**config.mk**
```make
export PLATFORM = sky130hd
export DESIGN_NAME = dtc_therm_window_agg_flat
export DESIGN_NICKNAME = d
export VERILOG_FILES = /design/src/rtl/dtc_pkg.sv /design/src/rtl/dtc_therm_window_agg_if.sv /design/src/rtl/dtc_therm_decode.sv /design/src/rtl/dtc_therm_window_agg.sv /design/src/flat_wrapper.sv
export SDC_FILE = /design/constraint.sdc
export NUM_CORES = 1
export LEC_CHECK = 0
export CAP_MARGIN = 0
export CORE_MARGIN = 3
export CORE_UTILIZATION = 54
export DETAILED_ROUTE_END_ITERATION = 10
export PLACE_DENSITY = 0.78
export SLEW_MARGIN = 20
export SYNTH_ARGS = -nofsm -noshare
export SYNTH_HDL_FRONTEND = slang
export SYNTH_HIERARCHICAL = 1
export SYNTH_SLANG_ARGS = --single-unit
```
**constraint.sdc**
```tcl
create_clock -name clk -period 3.1 [get_ports clk]
set_clock_uncertainty 0.2 [all_clocks]
set_input_delay 0.62 -clock clk [delete_from_list [all_inputs] [get_ports clk]]
set_output_delay 0.62 -clock clk [all_outputs]
set_load 0.02 [all_outputs]
```
**src/rtl/dtc_pkg.sv**
```systemverilog
// dtc_pkg: shared types and helpers for the consumers of the dtc_split*
// decision-tree classifiers.
//   DTC_W        classifier thermometer-code width
//   level_t      decoded level, 0..DTC_W
//   agg_state_e  window aggregator FSM states
//   therm_legal  code -> {legal, level}
package dtc_pkg;

    localparam int DTC_W = 10;

    typedef logic [3:0] level_t;

    typedef enum logic {
        ACCUM = 1'b0,
        HOLD  = 1'b1
    } agg_state_e;

    typedef struct packed {
        logic   legal;
        level_t level;
    } therm_dec_t;

    // A legal thermometer code is a run of ones starting at bit 0, i.e.
    // code+1 is a power of two (or zero wrap for the all-ones code), so
    // code & (code+1) == 0. The level is the number of ones.
    function automatic therm_dec_t therm_legal(input logic [DTC_W-1:0] code);
        therm_dec_t       r;
        logic [DTC_W:0]   ext;
        ext     = {1'b0, code};
        r.legal = ((ext & (ext + {{DTC_W{1'b0}}, 1'b1})) == '0);
        r.level = '0;
        for (int i = 0; i < DTC_W; i++) begin
            r.level = r.level + level_t'(code[i]);
        end
        return r;
    endfunction

endpackage

```
**src/rtl/dtc_therm_window_agg_if.sv**
```systemverilog
// dtc_therm_window_agg_if: input stream (inp/in_valid/in_ready), result
// stream (out_*/out_valid/out_ready) and the illegal-code counter.
//   master  upstream/consumer side
//   slave   the aggregator
interface dtc_therm_window_agg_if
    import dtc_pkg::*;
#(
    parameter int W      = DTC_W,
    parameter int WINDOW = 8,
    parameter int ERR_W  = 8
);
    localparam int LW = $clog2(W + 1);
    localparam int SW = LW + $clog2(WINDOW) + 1;

    logic [W-1:0]     inp;
    logic             in_valid;
    logic             in_ready;
    logic [SW-1:0]    out_sum;
    logic [LW-1:0]    out_mean;
    logic [LW-1:0]    out_min;
    logic [LW-1:0]    out_max;
    logic             out_valid;
    logic             out_ready;
    logic [ERR_W-1:0] err_cnt;

    modport master (
        output inp, in_valid, out_ready,
        input  in_ready, out_sum, out_mean, out_min, out_max, out_valid, err_cnt
    );

    modport slave (
        input  inp, in_valid, out_ready,
        output in_ready, out_sum, out_mean, out_min, out_max, out_valid, err_cnt
    );

endinterface

```
**src/rtl/dtc_therm_decode.sv**
```systemverilog
// dtc_therm_decode: combinational thermometer-code checker.
//   code   in   DTC_W  thermometer code
//   legal  out  1      code is a contiguous run of ones from bit 0
//   level  out  4      number of ones (meaningful only when legal)
module dtc_therm_decode
    import dtc_pkg::*;
(
    input  logic [DTC_W-1:0] code,
    output logic             legal,
    output level_t           level
);
    therm_dec_t dec;

    assign dec   = therm_legal(code);
    assign legal = dec.legal;
    assign level = dec.level;

endmodule

```
**src/rtl/dtc_therm_window_agg.sv**
```systemverilog
// dtc_therm_window_agg: validates classifier thermometer codes, aggregates
// WINDOW legal samples into sum/mean/min/max and presents the result on a
// valid/ready port. Illegal codes only bump a saturating counter.
//   clk    in   rising-edge clock
//   rst_n  in   async active-low reset
//   clr    in   sync clear: drop partial window, zero err_cnt, drop result
//   bus    slave modport: inp/in_valid/in_ready, out_*/out_valid/out_ready,
//          err_cnt
module dtc_therm_window_agg
    import dtc_pkg::*;
#(
    parameter int W      = DTC_W,   // must match the decoder width
    parameter int WINDOW = 8,       // power of two, 2..256
    parameter int ERR_W  = 8
) (
    input  logic                    clk,
    input  logic                    rst_n,
    input  logic                    clr,
    dtc_therm_window_agg_if.slave   bus
);
    localparam int LW = $clog2(W + 1);
    localparam int SH = $clog2(WINDOW);
    localparam int SW = LW + SH + 1;
    localparam int CW = SH + 1;

    agg_state_e       state_q, state_d;
    logic [CW-1:0]    cnt_q, cnt_d;
    logic [SW-1:0]    sum_q, sum_d;
    logic [LW-1:0]    min_q, min_d;
    logic [LW-1:0]    max_q, max_d;
    logic [SW-1:0]    osum_q, osum_d;
    logic [LW-1:0]    omean_q, omean_d;
    logic [LW-1:0]    omin_q, omin_d;
    logic [LW-1:0]    omax_q, omax_d;
    logic             ovld_q, ovld_d;
    logic [ERR_W-1:0] err_q, err_d;

    logic             legal;
    level_t           level;
    logic [LW-1:0]    lvl;
    logic             xfer;
    logic [SW-1:0]    sum_nx;
    logic [LW-1:0]    min_nx, max_nx;
    logic [CW-1:0]    cnt_nx;
    logic [SW-1:0]    mean_w;

    dtc_therm_decode u_dec (
        .code  (bus.inp),
        .legal (legal),
        .level (level)
    );

    assign lvl  = LW'(level);
    assign xfer = bus.in_valid && (state_q == ACCUM);

    // Window values including the current sample; used both for the running
    // update and for the final load on the closing sample.
    assign sum_nx = sum_q + SW'(lvl);
    assign min_nx = (lvl < min_q) ? lvl : min_q;
    assign max_nx = (lvl > max_q) ? lvl : max_q;
    assign cnt_nx = cnt_q + CW'(1);
    assign mean_w = (sum_nx + SW'(WINDOW / 2)) >> SH;

    always_comb begin
        state_d = state_q;
        cnt_d   = cnt_q;
        sum_d   = sum_q;
        min_d   = min_q;
        max_d   = max_q;
        osum_d  = osum_q;
        omean_d = omean_q;
        omin_d  = omin_q;
        omax_d  = omax_q;
        ovld_d  = ovld_q;
        err_d   = err_q;
        if (clr) begin
            // Result registers keep their last value; only out_valid drops.
            state_d = ACCUM;
            cnt_d   = '0;
            sum_d   = '0;
            min_d   = LW'(W);
            max_d   = '0;
            ovld_d  = 1'b0;
            err_d   = '0;
        end else begin
            case (state_q)
                ACCUM: begin
                    if (xfer && legal) begin
                        if (cnt_nx == CW'(WINDOW)) begin
                            osum_d  = sum_nx;
                            omean_d = LW'(mean_w);
                            omin_d  = min_nx;
                            omax_d  = max_nx;
                            ovld_d  = 1'b1;
                            cnt_d   = '0;
                            sum_d   = '0;
                            min_d   = LW'(W);
                            max_d   = '0;
                            state_d = HOLD;
                        end else begin
                            cnt_d = cnt_nx;
                            sum_d = sum_nx;
                            min_d = min_nx;
                            max_d = max_nx;
                        end
                    end else if (xfer && (err_q != '1)) begin
                        err_d = err_q + ERR_W'(1);
                    end
                end
                HOLD: begin
                    if (bus.out_ready) begin
                        ovld_d  = 1'b0;
                        state_d = ACCUM;
                    end
                end
                default: state_d = ACCUM;
            endcase
        end
    end

    always_ff @(posedge clk or negedge rst_n) begin
        if (!rst_n) begin
            state_q <= ACCUM;
            cnt_q   <= '0;
            sum_q   <= '0;
            min_q   <= LW'(W);
            max_q   <= '0;
            osum_q  <= '0;
            omean_q <= '0;
            omin_q  <= '0;
            omax_q  <= '0;
            ovld_q  <= 1'b0;
            err_q   <= '0;
        end else begin
            state_q <= state_d;
            cnt_q   <= cnt_d;
            sum_q   <= sum_d;
            min_q   <= min_d;
            max_q   <= max_d;
            osum_q  <= osum_d;
            omean_q <= omean_d;
            omin_q  <= omin_d;
            omax_q  <= omax_d;
            ovld_q  <= ovld_d;
            err_q   <= err_d;
        end
    end

    assign bus.in_ready  = (state_q == ACCUM);
    assign bus.out_sum   = osum_q;
    assign bus.out_mean  = omean_q;
    assign bus.out_min   = omin_q;
    assign bus.out_max   = omax_q;
    assign bus.out_valid = ovld_q;
    assign bus.err_cnt   = err_q;

endmodule

```
**src/flat_wrapper.sv**
```systemverilog
// flat-port wrapper written by rule: the top's interface ports become plain ports
module dtc_therm_window_agg_flat import dtc_pkg::*;
#(
    parameter int W      = DTC_W,                                  
    parameter int WINDOW = 8,                              
    parameter int ERR_W  = 8
)
  (clk, rst_n, clr, bus_inp, bus_in_valid, bus_out_ready, bus_in_ready, bus_out_sum, bus_out_mean, bus_out_min, bus_out_max, bus_out_valid, bus_err_cnt);
  dtc_therm_window_agg_if #(.W(W), .WINDOW(WINDOW), .ERR_W(ERR_W)) bus_i ();
  input  logic clk;
  input  logic rst_n;
  input  logic clr;
  input wire logic [$bits(bus_i.inp)-1:0] bus_inp;
  input wire logic [$bits(bus_i.in_valid)-1:0] bus_in_valid;
  input wire logic [$bits(bus_i.out_ready)-1:0] bus_out_ready;
  output wire logic [$bits(bus_i.in_ready)-1:0] bus_in_ready;
  output wire logic [$bits(bus_i.out_sum)-1:0] bus_out_sum;
  output wire logic [$bits(bus_i.out_mean)-1:0] bus_out_mean;
  output wire logic [$bits(bus_i.out_min)-1:0] bus_out_min;
  output wire logic [$bits(bus_i.out_max)-1:0] bus_out_max;
  output wire logic [$bits(bus_i.out_valid)-1:0] bus_out_valid;
  output wire logic [$bits(bus_i.err_cnt)-1:0] bus_err_cnt;
  assign bus_i.inp = bus_inp;
  assign bus_i.in_valid = bus_in_valid;
  assign bus_i.out_ready = bus_out_ready;
  assign bus_in_ready = bus_i.in_ready;
  assign bus_out_sum = bus_i.out_sum;
  assign bus_out_mean = bus_i.out_mean;
  assign bus_out_min = bus_i.out_min;
  assign bus_out_max = bus_i.out_max;
  assign bus_out_valid = bus_i.out_valid;
  assign bus_err_cnt = bus_i.err_cnt;
  dtc_therm_window_agg #(.W(W), .WINDOW(WINDOW), .ERR_W(ERR_W)) u_core (.clk(clk), .rst_n(rst_n), .clr(clr), .bus(bus_i));
endmodule
```
==> reports/results.txt <==
In the routed design, unresolved DRC markers number 0. The tools report the category of the worst setup path launch point as an input pin. The class of the worst hold path is input pin to async pin. The die width was 80.15 um; the total routed wirelength was 10.13 mm.

During synthesis, Yosys emitted a total of 6 warnings. The period utilization was 153.7%. Setup repair after global routing could not meet its margin everywhere. The logs give 7 for the detailed-router iteration count before antenna repair and 45 for the number of primary I/O pins. TritonCTS built the clock tree. Number of port buffers: 44. The slowest stage of the critical path belongs to the cell fa_2. The leakage power summed over all cells is 2.030 nW, and the distinct cell type count of the synthesized netlist is 51. The clock period minus final worst setup slack was 4.764 ns; the share of total power in combinational logic was 55.7%. The final layout contains 456 nets.

The run gives 57.04% as the starting utilization of the core area. Across all layers, the routed design uses 2,933 vias. Cell internal power was estimated by the tool at 1.480 mW. In the final routed layout, each cell accounts on average for 20.79 um. The number of antenna violations at the first check in global routing came out at 1. In the layout the commonest cells are buf_4, dfrtp_1, nand2_1.

The switching fraction of total power is 38.47%. The H-tree was split into 2 levels. The mapped netlist covers 2969 um2. The final weighted congestion in routability-driven placement came out at 0.8616. The later pin in the worst-skew pair is clocked with a latency of 0.31 ns.

The critical path goes through buf_2 -> fa_1 -> inv_2 -> fa_1 -> fa_1 -> inv_2 -> ha_4 -> inv_4 -> fa_2 -> inv_4 -> ha_4 -> a21o_1 -> buf_4 -> buf_6 -> a22oi_2 -> xnor2_2 -> or4_4 -> a31oi_1. Placeable core region: 5205 um2. The first global-routing pass estimated 14.75 mm of wire. The logs give 0 for the hold buffer count at CTS and 0 for the number of hold violations in the final report. The tools report the startpoint of the most critical register-to-register path as u_core/cnt_q[0]. Summed over all nets, the half-perimeter wirelength after detailed placement is 5.611 mm.

The iteration-0 DRC count of the detailed router is 250. After synthesis, the share of flip-flops with an asynchronous set or reset is 100.0%. The worst setup path is captured at a flip-flop.

The total overflow left after global routing is 0. In this run the deepest clock path goes through 2 buffers. The tool flagged a number of max-cap violations equal to 0. For the reported net switching power, the log shows 0.9250 mW.

STA puts the critical path data required time at 3.14 ns. Hold timing on the final database bottoms out at a slack of 0.1487 ns. The synthesized net count came out at 351.

Tracing the worst setup path back leads to its startpoint at bus_inp[3]. The number of global-route vias before repair is 3,013, and the ratio of cells with drive above 1 in the final layout is 35.58%. After clock tree synthesis, the clock-pin slew on the worst setup and hold paths is 0.10 ns. For the worst setup path, the data arrival time is 4.80 ns.

The final reports fail on negative setup slack. In this design, the stage delay of the slowest critical-path cell is 0.57 ns. The maximum clock rate was 209.9 MHz; the average size of a mapped cell was 9.578 um2. The logs give 5 for the number of clock buffers inserted by TritonCTS and 467 for the number of instances in the placed design. Measured along the y axis, the die boundary spans 80.15 um. The tools report the worst path setup slack after routing as -1.664 ns. The full die area is 6424 um2. The pin count of the biggest net entering global routing was 30; the post-synthesis instance total was 310. The class of the most critical setup path was input pin to flip-flop.

After floorplanning, the core was divided into 26 placement rows. Number of clock sinks seen by CTS: 50. The count of nets left with antenna violations once routing finished came out at 0.

The run gives 0 as the final max-slew violation count. CTS placed an instance of clkbuf_8 at the clock tree root. After synthesis, flip-flops and latches occupy 42.23% of the total area. The synthesized design contains 0 enable-type register cells. After detailed routing, the number of vias per cell comes to 6.023. The largest voltage drop on the vdd net came out at 0.0003086 V. The final setup violation count came out at 34. Cell class contributing the biggest share of worst-path delay: adder cells. The worst slew margin relative to its limit is 31.43%, and the number of register bits inferred by synthesis is 50. The most frequent cell on the critical path was fa_1. Of all nets on the critical path, the largest fanout is 4. Registers are responsible for 27.6% of the overall power. The run finished, with violations left. Once layout is complete, the utilization of the core stands at 86.97%. The most used flip-flop cell after synthesis is dfrtp_1. The tools report the global-route total usage across every layer as 30.52%. Prior to clock tree synthesis, the placed netlist has a worst setup slack of -2.262 ns. For the pin with the worst max-slew slack, the measured transition is 1.022 ns.

Leaving out fill and tap cells, the most frequent cell in the layout is buf_4. The growth of design area from synthesis to finish was 52.47%. Together, buffers and inverters on the worst path number 7.

The clock network accounts for 16.7% of the total power. For this run, the number of standard cells in the final layout without fillers is 487. The power density over cell area works out to 531.2 nW/um2.
==> cells in the mapped netlist, drive strengths merged (5+ instances only) <==
master / n / area [um2]
a21oi: 12 / 60.06
a31oi: 8 / 56.30
and3: 6 / 37.54
clkbuf: 5 / 18.77
dfrtp: 48 / 1201
fa: 7 / 140.1
ha: 19 / 237.7
inv: 32 / 120.1
nand2: 45 / 168.9
nand3: 7 / 35.03
nand4: 5 / 31.28
nor2: 19 / 71.32
o2111ai: 6 / 52.55
o211ai: 7 / 52.55
o21ai: 15 / 75.07
xnor2: 6 / 52.55
xor2: 10 / 87.58
==> repair_timing <==
item / CTS / global route
gates resized for setup: 74 / 45
buffers inserted: 11 / 4
setup endpoints to repair: 39 / 38
pin swaps: 31 / 26
==> stage by stage <==
stage               TNS (ns)  cell area (um2)  total power [mW]
CTS                   -40.27             4358             2.224
global route          -46.19             4527             2.509
floorplan             -39.74             3063             1.166
finish                -44.75             4527             2.405
global placement      -65.71             3960             1.509
detailed placement    -70.34             3960             1.545
==> layer usage <==
metal / vias to the layer above / GRT usage, % / routed length (um) / part of all wire, %
li1: 1299 / - / - / -
met3: 60 / 6.614 / 636 / 6.3
met2: 147 / 52.65 / 5128 / 51
met1: 1427 / 34.16 / 3702 / 37
met4: 0 / 18.58 / 660 / 6.5
met5: - / 0 / 0 / 0
==> worst paths after layout <==
check | cells after the start | endpoint | slack [ns]
min in group clk | 2 | u_core/bus.out_sum[5] | 0.28
worst max register to register | 6 | u_core/max_q[1] | 0.42
max in group asynchronous | 2 | u_core/bus.out_sum[6] | 1.90
worst min-delay path | 1 | u_core/bus.out_max[2] | 0.15
worst min register to register | 2 | u_core/bus.out_sum[5] | 0.28
worst max-delay path | 18 | u_core/bus.out_mean[2] | -1.66
==> flip-flops by register name (all words and copies together), names as in the netlist <==
| name | flops |
|---|---|
| u_core/bus.out_max | 4 |
| u_core/max_q | 4 |
| u_core/bus.out_mean | 4 |
| u_core/min_q | 4 |
| u_core/state_q | 1 |
| u_core/bus.err_cnt | 8 |
| u_core/bus.out_valid | 1 |
| u_core/sum_q | 8 |
| u_core/bus.out_sum | 8 |
| u_core/cnt_q | 4 |
| u_core/bus.out_min | 4 |
==> power groups by stage <==
stage / Clock (mW) / Sequential (mW) / Combinational, mW
finish: 0.401 / 0.663 / 1.34
global route: 0.439 / 0.664 / 1.41
CTS: 0.407 / 0.663 / 1.15
detailed placement: 0 / 0.676 / 0.870
global placement: 0 / 0.676 / 0.833
floorplan: 0 / 0.678 / 0.488
==> final cells by class <==
type                       count  area [um2]
multi-input combinational    220        1993
clock buffer                   6       82.58
tap                           70       87.58
sequential                    50        1254
fill                         247       678.2
antenna                        1       2.502
clock inverter                 2       12.51
inverter                      32       127.6
timing repair buffer         106       967.2
==> kinds of logic (layout without fill, tap and decap cells) <==
| kind of cell | after synthesis | after routing | share of synthesized area (%) |
|---|---|---|---|
| AO/OA/AOI/OAI | 76 | 76 | 18.42 |
| XOR/XNOR | 16 | 16 | 4.720 |
| adder cells (fa/ha/maj) | 26 | 26 | 12.73 |
| buffers and inverters | 40 | 146 | 5.183 |
| flip-flops | 50 | 50 | 42.22 |
| multiplexers | 2 | 2 | 0.6743 |
| other | 0 | 1 | 0 |
| AND/OR/NAND/NOR | 100 | 100 | 16.06 |
No activity file was read; power rests on OpenSTA's default activity.
